<file path="src/rtl/ov7670_frame_tx.sv">
// OV7670-style sensor-side frame transmitter paced by the master's PCLK.
// Define OV7670_TEST_PATTERN_EN to replace the pixel stream with an h^l test pattern.
module ov7670_frame_tx #(
   parameter int unsigned H_ACTIVE      = 640,
   parameter int unsigned H_BLANK       = 144,
   parameter int unsigned V_ACTIVE      = 480,
   parameter int unsigned VSYNC_LINES   = 3,
   parameter int unsigned V_BACK_LINES  = 17,
   parameter int unsigned V_FRONT_LINES = 10,
   parameter int unsigned DWIDTH        = 10
) (
   input  logic              clk,
   input  logic              rst,
   input  logic              en,
   input  logic              PCLK,
   input  logic [DWIDTH-1:0] pix_data,
   input  logic              pix_valid,
   output logic              pix_ready,
   output logic              VSYNC,
   output logic              HREF,
   output logic [DWIDTH-1:0] data,
   output logic              frame_start,
   output logic              frame_done,
   output logic              underflow
);

   localparam int unsigned LINE_TOTAL = H_ACTIVE + H_BLANK;
   localparam int unsigned HW         = (LINE_TOTAL > 1) ? $clog2(LINE_TOTAL) : 1;
   localparam int unsigned LMAX_A     = (VSYNC_LINES > V_BACK_LINES) ? VSYNC_LINES : V_BACK_LINES;
   localparam int unsigned LMAX_B     = (V_ACTIVE > V_FRONT_LINES) ? V_ACTIVE : V_FRONT_LINES;
   localparam int unsigned LMAX       = (LMAX_A > LMAX_B) ? LMAX_A : LMAX_B;
   localparam int unsigned LW         = (LMAX > 1) ? $clog2(LMAX) : 1;

   typedef enum logic [2:0] {IDLE, VSYNC_S, V_BACK, ACTIVE, V_FRONT} state_t;

   state_t            state_q, state_d;
   logic [HW-1:0]     h_cnt_q, h_cnt_d;
   logic [LW-1:0]     l_cnt_q, l_cnt_d;
   logic              pclk_q;
   logic              vsync_q, vsync_d;
   logic              href_q, href_d;
   logic [DWIDTH-1:0] data_q, data_d;
   logic              pix_ready_q, pix_ready_d;
   logic              frame_start_q, frame_start_d;
   logic              frame_done_q, frame_done_d;
   logic              underflow_q, underflow_d;

   logic              tick;
   logic              h_wrap;
   logic [HW-1:0]     h_inc;
   logic [LW-1:0]     l_inc;

   assign tick   = PCLK & ~pclk_q;
   assign h_wrap = (h_cnt_q == HW'(LINE_TOTAL - 1));
   assign h_inc  = h_wrap ? '0 : h_cnt_q + HW'(1);
   assign l_inc  = l_cnt_q + LW'(1);

`ifdef OV7670_TEST_PATTERN_EN
   logic unused_stream;
   assign unused_stream = ^{pix_data, pix_valid};
`endif

   // Counters hold the position of the tick period being started; outputs follow the new position.
   always_comb begin
      state_d       = state_q;
      h_cnt_d       = h_cnt_q;
      l_cnt_d       = l_cnt_q;
      vsync_d       = vsync_q;
      href_d        = href_q;
      data_d        = data_q;
      pix_ready_d   = 1'b0;
      frame_start_d = 1'b0;
      frame_done_d  = 1'b0;
      underflow_d   = underflow_q;

      if (tick) begin
         case (state_q)
            IDLE: begin
               if (en) begin
                  state_d       = VSYNC_S;
                  h_cnt_d       = '0;
                  l_cnt_d       = '0;
                  frame_start_d = 1'b1;
               end
            end
            VSYNC_S: begin
               h_cnt_d = h_inc;
               if (h_wrap) begin
                  if (l_cnt_q == LW'(VSYNC_LINES - 1)) begin
                     l_cnt_d = '0;
                     state_d = V_BACK;
                  end else begin
                     l_cnt_d = l_inc;
                  end
               end
            end
            V_BACK: begin
               h_cnt_d = h_inc;
               if (h_wrap) begin
                  if (l_cnt_q == LW'(V_BACK_LINES - 1)) begin
                     l_cnt_d = '0;
                     state_d = ACTIVE;
                  end else begin
                     l_cnt_d = l_inc;
                  end
               end
            end
            ACTIVE: begin
               h_cnt_d = h_inc;
               if (h_wrap) begin
                  if (l_cnt_q == LW'(V_ACTIVE - 1)) begin
                     l_cnt_d = '0;
                     state_d = V_FRONT;
                  end else begin
                     l_cnt_d = l_inc;
                  end
               end
            end
            V_FRONT: begin
               h_cnt_d = h_inc;
               if (h_wrap) begin
                  if (l_cnt_q == LW'(V_FRONT_LINES - 1)) begin
                     l_cnt_d      = '0;
                     frame_done_d = 1'b1;
                     if (en) begin
                        state_d       = VSYNC_S;
                        frame_start_d = 1'b1;
                     end else begin
                        state_d = IDLE;
                     end
                  end else begin
                     l_cnt_d = l_inc;
                  end
               end
            end
            default: begin
               state_d = IDLE;
               h_cnt_d = '0;
               l_cnt_d = '0;
            end
         endcase

         vsync_d = (state_d == VSYNC_S);
         href_d  = (state_d == ACTIVE) && (32'(h_cnt_d) < H_ACTIVE);
         data_d  = '0;
         if (href_d) begin
`ifdef OV7670_TEST_PATTERN_EN
            data_d = DWIDTH'(h_cnt_d) ^ DWIDTH'(l_cnt_d);
`else
            if (pix_valid) begin
               data_d      = pix_data;
               pix_ready_d = 1'b1;
            end else begin
               underflow_d = 1'b1;
            end
`endif
         end
      end
   end

   always_ff @(posedge clk) begin
      if (rst) begin
         state_q       <= IDLE;
         h_cnt_q       <= '0;
         l_cnt_q       <= '0;
         pclk_q        <= 1'b0;
         vsync_q       <= 1'b0;
         href_q        <= 1'b0;
         data_q        <= '0;
         pix_ready_q   <= 1'b0;
         frame_start_q <= 1'b0;
         frame_done_q  <= 1'b0;
         underflow_q   <= 1'b0;
      end else begin
         state_q       <= state_d;
         h_cnt_q       <= h_cnt_d;
         l_cnt_q       <= l_cnt_d;
         pclk_q        <= PCLK;
         vsync_q       <= vsync_d;
         href_q        <= href_d;
         data_q        <= data_d;
         pix_ready_q   <= pix_ready_d;
         frame_start_q <= frame_start_d;
         frame_done_q  <= frame_done_d;
         underflow_q   <= underflow_d;
      end
   end

   assign VSYNC       = vsync_q;
   assign HREF        = href_q;
   assign data        = data_q;
   assign pix_ready   = pix_ready_q;
   assign frame_start = frame_start_q;
   assign frame_done  = frame_done_q;
   assign underflow   = underflow_q;

endmodule

</file>
<file path="config.mk">
export PLATFORM = sky130hd
export DESIGN_NAME = ov7670_frame_tx
export DESIGN_NICKNAME = d
export VERILOG_FILES = /design/src/rtl/ov7670_frame_tx.sv
export SDC_FILE = /design/constraint.sdc
export NUM_CORES = 1
export LEC_CHECK = 0
export ABC_AREA = 1
export CAP_MARGIN = 5
export CORE_MARGIN = 2
export CORE_UTILIZATION = 40
export DETAILED_ROUTE_END_ITERATION = 7
export GPL_ROUTABILITY_DRIVEN = 1
export PLACE_DENSITY = 0.67
export SLEW_MARGIN = 20
export SYNTH_ARGS = -nofsm -noshare
export SYNTH_HDL_FRONTEND = slang
export SYNTH_SLANG_ARGS = --single-unit
</file>
<file path="constraint.sdc">
create_clock -name clk -period 2.7 [get_ports clk]
set_clock_uncertainty 0.2 [all_clocks]
set_input_delay 0.54 -clock clk [delete_from_list [all_inputs] [get_ports clk]]
set_output_delay 0.54 -clock clk [all_outputs]
set_load 0.02 [all_outputs]
</file>
==> implementation parameters <==
Parameter                              Value

Worst setup path
  Required arrival time at the worst endpoint    2680 ps
  Largest fanout of any net on the critical path    13
  Critical path's most frequent cell    sky130_fd_sc_hd__nand2_1
  Register-to-register path setup slack    540 ps
  Endpoint kind of the worst setup timing path    register
  Critical path's largest stage delay    420 ps
  Cell class contributing the biggest share of worst-path delay    simple AND/OR/NAND/NOR gates
  Launching point of the worst reg2reg path    h_cnt_q[0]
  Critical path, cell by cell    ha_1 -> nand2_1 -> nor2_4 -> nand3_2 -> clkinv_1 -> nand2_1 -> nand2_1 -> nand2_2 -> nand3b_1 -> nand2_1 -> a21oi_1
  Critical path arrival    2140 ps
  Critical-path cell with the highest stage delay    sky130_fd_sc_hd__dfxtp_1
  Buf/Inv on CP    1
  Startpoint types    register
  Crit Reg-Reg Endpoint    VSYNC
  Worst Path Class, Setup    register to register
  Path depth of the worst reg2reg path    11

Clock tree
  CTS HTree Levels    2
  CTS sink count    39
  Setup fix buffers added after clock tree synthesis    0
  Cell at the root of the clock tree    sky130_fd_sc_hd__clkbuf_8
  Clock slew at reported path FFs    70 ps
  Hold buffer count at cts    0
  TritonCTS clock tree    done
  Count of cells resized by post-cts repair    0
  CTS Buf Count    5
  Clock latency reported for the late side of the worst-skew pair    290 ps
  Max Root-Sink Buffers    2

Cells and area
  Fraction of final layout cells sized beyond drive strength 1    11.4%
  Most common cell after layout, fill and taps aside    sky130_fd_sc_hd__nand2_1
  Fill cell instance count of the final layout    538
  Area occupied by multi-input gates    1190 um^2
  Most frequent cells in the layout    68 x sky130_fd_sc_hd__nand2_1, 39 x sky130_fd_sc_hd__dfxtp_1, 39 x sky130_fd_sc_hd__inv_1, 34 x sky130_fd_sc_hd__nor2_1, 30 x sky130_fd_sc_hd__clkdlybuf4s50_1
  Synth-to-layout area growth    18.9%
  Register Area    781 um^2
  Nets    371
  Number of diodes added for antenna fixing    0

Outcome
  Outcome    finished, final reports clean

STA
  Actual transition at the worst max-transition pin    363 ps
  Count of final hold-check violations    0
  Post-route worst setup slack    535 ps
  Shortest clock period the worst path allows after layout    2160 ps
  Worst max-slew margin expressed relative to the limit    75.8%
  Worst hold slack after final layout    265 ps
  Final period util    80.2%
  Sum of negative setup slack    0 ps
  Unrepaired setup endpoints after global routing    false
  Slew Limit Fails    0
  Number of failing setup endpoints in the final timing report    0
  Maximum frequency from static timing analysis    0.462 GHz

Global route
  Grt ovf    0
  Wire length of the first global-routing pass    8400 um
  Pin count of the biggest net entering global routing    20
  Via count of the first global-routing pass    1,847
  Initial antenna violation count    0
  GRT Overall Usage    17.0%

Power
  Maximum vdd ir drop    0.000175 V
  Gate power share    15.1%
  Cell Pwr Density    442 nW/um^2
  Power share of the sequential group    52.0%
  Switching power    329 uW
  Switching power share of the total    28.3%
  Leak pwr    0.00106 uW
  Clock share of power    32.9%
  Internal Pwr Total    837 uW

Flow run
  Max-cap violation count    0

Detailed routing
  Total detailed-routing wirelength    4950 um
  Detailed-routing iteration count for the pre-antenna-repair pass    4
  DRC violations left    0
  Count of vias placed by the detailed router    2,068
  Post-DR wirelength/cell    11.7 um
  Initial detailed-routing violation count    103
  Antenna Violating Nets Remaining    0
  Vias per std cell    4.88

Hold path
  Hold Path End    data[3]
  Worst hold path class    register to register
  Hold Path Stages    2
  Hold path start    data[3]

Synth
  Post-synthesis mux area share    0%
  Net Count, Synth    340
  Portion of the post-synthesis area used by sequential elements    35.2%
  Distinct cells, synth    36
  Mean Syn Cell Area    6.94 um^2
  Adder and majority gate portion of the synthesized area    2.82%
  EDFF count, synth    0
  Number of register bits inferred by synthesis    39
  Count of mapped cells out of synthesis    320
  Most instantiated flip-flop cell in the synthesis netlist    sky130_fd_sc_hd__dfxtp_1
  Cell Area, Synth    2220 um^2
  Number of synthesis warnings    0
  XOR/XNOR Fraction of Synth Area    0.789%
  Share of the synthesized area in compound gates (AO/OA/AOI/OAI)    11.3%
  FFs w/ async S/R, synth    0%
  Cell types occupying the most area after synthesis    sky130_fd_sc_hd__dfxtp_1 35%, sky130_fd_sc_hd__nand2_1 11%, sky130_fd_sc_hd__inv_1 6.6%
  Post-synth top area cell    sky130_fd_sc_hd__dfxtp_1
  Largest family of logic cells by synthesized area    simple AND/OR/NAND/NOR gates
  Simple-Gate Fraction of Synth Area    38.6%
  Top-area cell type share of the netlist area    35.2%

Placed design
  HPWL after detailed placement    3650 um
  Gpl congestion    0.855
  PortBufs    30
  Worst slack, placed    276 ps

Floorplanning
  Die height    78.5 um
  Core area    5440 um^2
  I/O pin cnt    31
  Floorplan row count    27
  X dimension of the die    78.5 um
  Die footprint    6160 um^2
  Starting density of the core    40.8%
==> power groups by stage <==
stage / Combinational [uW] / Clock, uW / Sequential, uW
after floorplan: 126 / 0 / 618
after global placement: 175 / 0 / 620
after detailed placement: 176 / 0 / 620
after CTS: 177 / 394 / 606
after global routing: 197 / 419 / 609
final: 176 / 383 / 606
==> synthesized netlist by cell type, drive strengths merged (2+ instances only) <==
library cell and number:
dfxtp 39, nand2 76, clkbuf 5, o21ai 20, nand3b 2, nor2 42
a21oi 18, buf 4, xor2 2, ha 5, nand3 22, inv 46
nor3 10, nor3b 4, nand4 15, o211ai 3
==> through the flow <==
step / cell area, um^2 / power, uW / util [%] / std cells
4_1_cts: 2640 / 1180 / 48.5 / 424
6_report: 2640 / 1170 / 48.5 / 424
2_1_floorplan: 2220 / 744 / - / 320
3_3_place_gp: 2560 / 795 / 47.0 / 416
5_1_grt: 2640 / 1230 / 48.5 / 424
3_5_place_dp: 2560 / 795 / 47.0 / 416
==> registers in the layout (all words and copies together), names as in the netlist <==
name,cells
l_cnt_q,9
frame_done,1
pclk_q,1
data,10
frame_start,1
pix_ready,1
HREF,1
underflow,1
state_q,3
VSYNC,1
h_cnt_q,10
==> worst max-delay path by stage <==
| stage | startpoint | end | cells after the start |
|---|---|---|---|
| floorplan | PCLK | h_cnt_q[6] | 9 |
| detailed placement | PCLK | h_cnt_q[6] | 10 |
| global route | h_cnt_q[0] | state_q[0] | 11 |
| finish | h_cnt_q[0] | VSYNC | 11 |
| global placement | PCLK | h_cnt_q[6] | 10 |
| CTS | h_cnt_q[0] | VSYNC | 11 |
==> layer usage <==
layer | track usage, % | vias to the layer above | part of all wire [%]
li1 | - | 1103 | -
met1 | 23.3 | 923 | 48
met2 | 26.8 | 35 | 47
met3 | 3.10 | 7 | 3.2
met4 | 5.79 | 0 | 1.4
met5 | 0 | - | 0
==> cells by family (layout without fill, tap and decap cells) <==
logic type,Yosys count,count (layout)
compound gates,45,45
xor+xnor,2,2
fa+ha+maj,5,5
buf+inv,56,88
flops,39,39
simple gates,173,173
==> worst reg2reg max path, delay by kind of cell (launching register included) <==
family	cells	cell delay (ps)
and+or+nand+nor	8	1080
AOI/OAI and AO/OA	1	60
DFF	1	420
buffers and inverters	1	100
adders and majority gates	1	200
==> layout make-up <==
class                      count  area share [%]
clock buffer                   7            2.89
multi-input combinational    225            44.9
sequential                    39            29.6
clock inverter                 1           0.190
inverter                      47            6.78
timing repair buffer          33            12.2
tap                           72            3.41
(Power assumes the default switching activity.)
